==> config.mk <==
export PLATFORM = sky130hd
export DESIGN_NAME = reg_file_flat
export DESIGN_NICKNAME = d
export VERILOG_FILES = /design/src/rtl/reg_file_if.sv /design/src/rtl/reg_file.sv /design/src/flat_wrapper.sv
export SDC_FILE = /design/constraint.sdc
export NUM_CORES = 2
export LEC_CHECK = 0
export CAP_MARGIN = 20
export CORE_ASPECT_RATIO = 0.6
export CORE_MARGIN = 4
export CORE_UTILIZATION = 52
export DETAILED_ROUTE_END_ITERATION = 7
export HOLD_SLACK_MARGIN = 0.1
export PLACE_DENSITY_LB_ADDON = 0.2
export SYNTH_ARGS = -nofsm -noshare
export SYNTH_HDL_FRONTEND = slang
export SYNTH_SLANG_ARGS = --single-unit
==> constraint.sdc <==
create_clock -name clk -period 6.8 [get_ports clk]
set_input_delay 1.36 -clock clk [delete_from_list [all_inputs] [get_ports clk]]
set_output_delay 1.36 -clock clk [all_outputs]
set_load 0.01 [all_outputs]
==> src/rtl/reg_file_if.sv <==
// Register-file access bundle: two operand read ports, one writeback port and a debug read port.
interface reg_file_if #(
    parameter int DATA_W = 32,
    parameter int ADDR_W = 5
);
    logic [ADDR_W-1:0] rs1_addr;
    logic [ADDR_W-1:0] rs2_addr;
    logic [DATA_W-1:0] rs1_data;
    logic [DATA_W-1:0] rs2_data;
    logic              we;
    logic [ADDR_W-1:0] rd_addr;
    logic [DATA_W-1:0] rd_data;
    logic [ADDR_W-1:0] dbg_addr;
    logic [DATA_W-1:0] dbg_data;

    modport master (
        output rs1_addr, rs2_addr, we, rd_addr, rd_data, dbg_addr,
        input  rs1_data, rs2_data, dbg_data
    );

    modport slave (
        input  rs1_addr, rs2_addr, we, rd_addr, rd_data, dbg_addr,
        output rs1_data, rs2_data, dbg_data
    );
endinterface

==> src/rtl/reg_file.sv <==
// 32 x 32 integer register file: x0 hardwired to zero, three combinational reads, one write port.
// Optional write-through bypass on all read ports when REGFILE_BYPASS_EN is defined.
module reg_file #(
    parameter int DATA_W   = 32,
    parameter int ADDR_W   = 5,
    parameter int NUM_REGS = 32
) (
    input  logic       clk,
    input  logic       rst_n,
    reg_file_if.slave  bus
);
    logic [DATA_W-1:0] w_regs [NUM_REGS];

    assign w_regs[0] = '0;

    // One flop bank per architectural register; the address compare never matches x0.
    generate
        for (genvar gi = 1; gi < NUM_REGS; gi++) begin : g_reg
            logic [DATA_W-1:0] r_q;

            always_ff @(posedge clk or negedge rst_n) begin
                if (!rst_n) begin
                    r_q <= '0;
                end else if (bus.we && (bus.rd_addr == ADDR_W'(gi))) begin
                    r_q <= bus.rd_data;
                end
            end

            assign w_regs[gi] = r_q;
        end
    endgenerate

`ifdef REGFILE_BYPASS_EN
    logic w_wr_valid;
    logic w_hit_rs1;
    logic w_hit_rs2;
    logic w_hit_dbg;

    assign w_wr_valid = bus.we && (bus.rd_addr != '0);
    assign w_hit_rs1  = w_wr_valid && (bus.rs1_addr == bus.rd_addr);
    assign w_hit_rs2  = w_wr_valid && (bus.rs2_addr == bus.rd_addr);
    assign w_hit_dbg  = w_wr_valid && (bus.dbg_addr == bus.rd_addr);

    assign bus.rs1_data = w_hit_rs1 ? bus.rd_data : w_regs[bus.rs1_addr];
    assign bus.rs2_data = w_hit_rs2 ? bus.rd_data : w_regs[bus.rs2_addr];
    assign bus.dbg_data = w_hit_dbg ? bus.rd_data : w_regs[bus.dbg_addr];
`else
    assign bus.rs1_data = w_regs[bus.rs1_addr];
    assign bus.rs2_data = w_regs[bus.rs2_addr];
    assign bus.dbg_data = w_regs[bus.dbg_addr];
`endif

endmodule

==> src/flat_wrapper.sv <==
// flat-port wrapper written by rule: the top's interface ports become plain ports
module reg_file_flat 
#(
    parameter int DATA_W   = 32,
    parameter int ADDR_W   = 5,
    parameter int NUM_REGS = 32
)
  (clk, rst_n, bus_rs1_addr, bus_rs2_addr, bus_we, bus_rd_addr, bus_rd_data, bus_dbg_addr, bus_rs1_data, bus_rs2_data, bus_dbg_data);
  reg_file_if #(.DATA_W(DATA_W), .ADDR_W(ADDR_W)) bus_i ();
  input  logic clk;
  input  logic rst_n;
  input wire logic [$bits(bus_i.rs1_addr)-1:0] bus_rs1_addr;
  input wire logic [$bits(bus_i.rs2_addr)-1:0] bus_rs2_addr;
  input wire logic [$bits(bus_i.we)-1:0] bus_we;
  input wire logic [$bits(bus_i.rd_addr)-1:0] bus_rd_addr;
  input wire logic [$bits(bus_i.rd_data)-1:0] bus_rd_data;
  input wire logic [$bits(bus_i.dbg_addr)-1:0] bus_dbg_addr;
  output wire logic [$bits(bus_i.rs1_data)-1:0] bus_rs1_data;
  output wire logic [$bits(bus_i.rs2_data)-1:0] bus_rs2_data;
  output wire logic [$bits(bus_i.dbg_data)-1:0] bus_dbg_data;
  assign bus_i.rs1_addr = bus_rs1_addr;
  assign bus_i.rs2_addr = bus_rs2_addr;
  assign bus_i.we = bus_we;
  assign bus_i.rd_addr = bus_rd_addr;
  assign bus_i.rd_data = bus_rd_data;
  assign bus_i.dbg_addr = bus_dbg_addr;
  assign bus_rs1_data = bus_i.rs1_data;
  assign bus_rs2_data = bus_i.rs2_data;
  assign bus_dbg_data = bus_i.dbg_data;
  reg_file #(.DATA_W(DATA_W), .ADDR_W(ADDR_W), .NUM_REGS(NUM_REGS)) u_core (.clk(clk), .rst_n(rst_n), .bus(bus_i));
endmodule
**Word level (Yosys, flattened, before mapping)**

Index checks and enable logic that the tools add are counted.

- Order comparisons: 3
- Equality and inequality tests: 31
- Mux-type cells: 9
- Bitwise operators: 3
- Reduce and logical (&&, ||, !) cells: 31

Operators with widths:

| cell | count |
|---|---|
| binary-select mux 32 bit (select 5 bit) | 3 |
| two-way mux 32 bit | 6 |
| equality test 5 bit, second input constant | 16 |
| equality test 5 x 4 -> 1 bit, second input constant | 8 |
| logical AND 1 bit | 31 |
| equality test 5 x 3 -> 1 bit, second input constant | 4 |
| greater-or-equal comparator 6 bit, second input constant | 3 |
| NOT 5 -> 6 bit | 3 |
| equality test 5 x 2 -> 1 bit, second input constant | 2 |
| equality test 5 x 1 -> 1 bit, second input constant | 1 |

- Flip-flop bits (word level): 992
- Input port bits: 55
- Logic and storage cells: 108

**Longest topological paths before layout**

- Word-level depth: 4
- Mapped depth: 9
- Mapped depth without buffers: 4

**Least setup slack after synthesis**

OpenSTA, ideal clock, no wires.

- Path type: in2out
- Start: input bus_rs2_addr[0]
- End: output bus_rs2_data[10]
- Arrival: 2.916 ns
- Data required time: 5.440 ns
- Slack: 2.524 ns
- Stages: 7
- Path buffers: 3
- Path through: buf_2 > buf_6 > buf_2 > mux4_2 > a22o_1 > o21ai_1 > o31ai_1

- Word-level cells in the longest chain between the ends: 4

Ends and longest elaborated chain:

| element | line | RTL |
|---|---|---|
| start, declared | flat_wrapper.sv:13 | `input wire logic [$bits(bus_i.rs2_addr)-1:0] bus_rs2_addr;` |
| NOT 5 -> 6 bit (implied by the code) | reg_file.sv:49 | `assign bus.rs2_data = w_regs[bus.rs2_addr];` |
| binary-select mux 32 bit (select 5 bit) | reg_file.sv:49 |  |
| two-way mux 32 bit (implied by the code) (2 in series) | reg_file.sv:49 |  |
| end, declared | flat_wrapper.sv:19 | `output wire logic [$bits(bus_i.rs2_data)-1:0] bus_rs2_data;` |

Every way passes these cells. The select of a mux whose other input is x is not followed.

**Final worst setup path**

- Start: input bus_rs1_addr[1]
- End: output bus_rs1_data[1]

- Word-level cells in the longest chain between the ends: 4

Ends and longest elaborated chain:

| element | line | RTL |
|---|---|---|
| start, declared | flat_wrapper.sv:12 | `input wire logic [$bits(bus_i.rs1_addr)-1:0] bus_rs1_addr;` |
| NOT 5 -> 6 bit (implied by the code) | reg_file.sv:48 | `assign bus.rs1_data = w_regs[bus.rs1_addr];` |
| binary-select mux 32 bit (select 5 bit) | reg_file.sv:48 |  |
| two-way mux 32 bit (implied by the code) (2 in series) | reg_file.sv:48 |  |
| end, declared | flat_wrapper.sv:18 | `output wire logic [$bits(bus_i.rs1_data)-1:0] bus_rs1_data;` |

Every way passes these cells. The select of a mux whose other input is x is not followed.

==> impl_metrics.tcl <==
set metrics [dict create \
    final_nets 4262 \
    cp-start-kind "input pin" \
    reg2reg_depth 1 \
    die_area_um2 124000 \
    grt_pass1_wl_mm 312 \
    vdd_drop_max_uv 245 \
    vias_per_cell 7.39 \
    wl_per_cell_um 36.6 \
    numCtsBuffers 99 \
    r2r_start "u_core.g_reg[2].r_q[0]" \
    syn2layout_area_growth_pct 11.6 \
    yosysSeqAreaShare 0.405 \
    placed_cell_area_um2 64400 \
    yosys.area.top_type "dfrtp_1" \
    hold_class "register to register" \
    first_iter_violations 5553 \
    core_um2 117000 \
    rsz0062_at_grt "false" \
    grt_max_degree 157 \
    synth_top_area_frac 0.405 \
    place_congestion 0.871 \
    drive_above_1_share 0.482 \
    num_vias 43406 \
    synthArstFlopShare 1.00 \
    clock-sinks 992 \
    ios 151 \
    ctsResizeCount 0 \
    overflow 0 \
    worst_slew_pin_slew_ns 1.21 \
    r2r-end "u_core.g_reg[2].r_q[0]" \
    ctsHoldBuffers 0 \
    end_kind "output pin" \
    top_regs "u_core.g.r_q (992)" \
    post_cts_buffers 0 \
    timing.fmax_mhz 172 \
    maxSlewViolCount 0 \
    track_usage 0.347 \
    critPathRequiredTime_ns 5.44 \
    drv_cap 0 \
    io_buffers 150 \
    hpwl_mm 128 \
    whs_path_depth 1 \
    die_w_um 451 \
    start_util 0.524 \
    ys.flop_type "dfrtp_1" \
    finalSetupViolations 0 \
    worstHoldStart "u_core.g_reg[13].r_q[13]" \
    tns_ns 0 \
    drt_pass1_iterations 6 \
    antenna_found_initial 3 \
    worstHoldEndpoint "u_core.g_reg[13].r_q[13]" \
    powerDensity_nw_per_um2 282 \
    top_register "u_core.g.r_q" \
    cts_root_buf "clkbuf_16" \
    cts_tree "yes" \
    syn-cell-area_um2 61300 \
    cp.arrival_ns 4.46 \
    ys_seq_elements 992 \
    synth_cell_types 29 \
    syn_area_per_cell_um2 14.3 \
    htree_num_levels 3 \
    placed_cells 5671 \
    r2r_slack_ns 5.93 \
    drc 0 \
    relSlewSlack 0.192 \
    clk_pin_slew_worst_paths_ns 0.07 \
    hold_viol_final 0 \
    final_min_period_over_clock_period 0.855 \
    final.min_clock_period_ns 5.82 \
    cts_buffer_depth 3 \
    ys_top_cells_by_area "dfrtp_1 40%, mux4_2 21%, mux2_2 20%, mux2i_1 4.7%, a22o_1 4.1%" \
    whs_ns 0.544 \
    row_count 97 \
    synth_edf_count 0 \
    p_leak_uw 0.0287 \
    post-route-cell-area_um2 68400 \
    ant_nets 0 \
    grt_pass1_vias 42762 \
    fp.dieH_um 274 \
    synth_cells 4291 \
    critical_path.max_fanout 30 \
    routed_wl_mm 215 \
    largest_register_ffs 992 \
    crit_type "input pin to output pin" \
    synth.net_count 4346 \
    clock_skew_ns 0 \
    final_cells 5872 \
    synth_warnings 0 \
    outcome "finished clean" \
    clk_latency_ns 0.74 \
]
## Yosys cell counts (all sizes together), types with 8 or more instances
library cell     n
clkbuf         271
nand2           16
mux2i          288
dfrtp          992
nand2b           8
o31ai           96
a211oi          96
buf            237
a22o           288
o21ai           96
and2            99
mux4           576
nor2b           13
nor2            16
mux2          1088
o22ai           96
## worst max-delay path, stage by stage
cell,delay [ns]
buf_6,0.44
nand2_2,0.61
buf_4,0.40
o22ai_1,0.25
a211oi_1,0.13
o31ai_1,0.58
clkdlybuf4s50_1,0.66
## through the flow
step,utilization,setup slack (ns),total power (uW)
5_1_grt,0.585,0.930,20000
4_1_cts,0.581,1.15,19200
3_5_place_dp,0.551,1.13,13200
6_report,0.585,0.984,19300
2_1_floorplan,-,2.52,11500
3_3_place_gp,0.551,1.19,13000
## area by class of cell
cell class	count	area (um^2)
Sequential cell	992	24800
Clock buffer	136	2880
Tap cell	1584	1980
Inverter	3	11.3
Fill cell	9147	48500
Clock inverter	44	598
Timing Repair Buffer	323	3690
Multi-Input combinational cell	2788	34400
Antenna cell	2	5.00
## how the worst max path moves through the flow
stage | start | endpoint | slack, ns | depth (start not counted)
floorplan | bus_rs2_addr[0] | bus_rs2_data[10] | 2.52 | 7
global placement | bus_rs1_addr[1] | bus_rs1_data[3] | 1.19 | 7
detailed placement | bus_rs1_addr[1] | bus_rs1_data[31] | 1.13 | 7
CTS | bus_rs1_addr[1] | bus_rs1_data[17] | 1.15 | 8
global route | bus_rs1_addr[1] | bus_rs1_data[18] | 0.93 | 8
finish | bus_rs1_addr[1] | bus_rs1_data[1] | 0.98 | 7
## metal layers
layer  part of all wire  vias up  global-route usage
met5           0.000061        -                   0
met4              0.035        2               0.111
met3               0.13      474               0.112
met2               0.42     2930               0.483
met1               0.42    23071               0.513
li1                   -    16929                   -
## cell families after synthesis
family,synth area share
AND/OR/NAND/NOR,0.0156
buffers and inverters,0.0385
multiplexers,0.459
AO/OA/AOI/OAI,0.0823
flip-flops,0.405
## power by group
part / internal, uW / switching, uW / total, uW
registers: 7060 / 1160 / 8220
clock network: 3490 / 2550 / 6040
logic: 2960 / 2050 / 5010
## cell usage in the layout, fill, tap and decap left out, types with 3 or more instances in the layout
cell type | synthesis | routed
nand2_2 | 0 | 11
bufinv_16 | 0 | 14
and2_1 | 99 | 96
and2_2 | 0 | 3
buf_6 | 17 | 3
inv_2 | 0 | 3
nand2b_2 | 0 | 5
nand4b_1 | 3 | 3
o21ai_1 | 96 | 96
a211oi_1 | 96 | 96
inv_6 | 0 | 3
mux2_1 | 10 | 10
clkbuf_16 | 0 | 107
clkbuf_1 | 269 | 13
nor2b_4 | 0 | 11
nor2_4 | 0 | 15
o31ai_1 | 96 | 96
clkdlybuf4s50_1 | 0 | 134
clkbuf_8 | 0 | 22
mux2i_1 | 288 | 288
buf_4 | 38 | 118
clkinvlp_4 | 0 | 5
mux2_2 | 1078 | 1078
o22ai_1 | 96 | 96
nand2b_1 | 8 | 3
buf_8 | 0 | 11
clkinv_2 | 0 | 21
a22o_1 | 288 | 288
buf_12 | 0 | 39
dfrtp_1 | 992 | 992
buf_16 | 0 | 12
nand2_4 | 0 | 3
mux4_2 | 576 | 576
No activity file was read; power rests on OpenSTA's default activity.
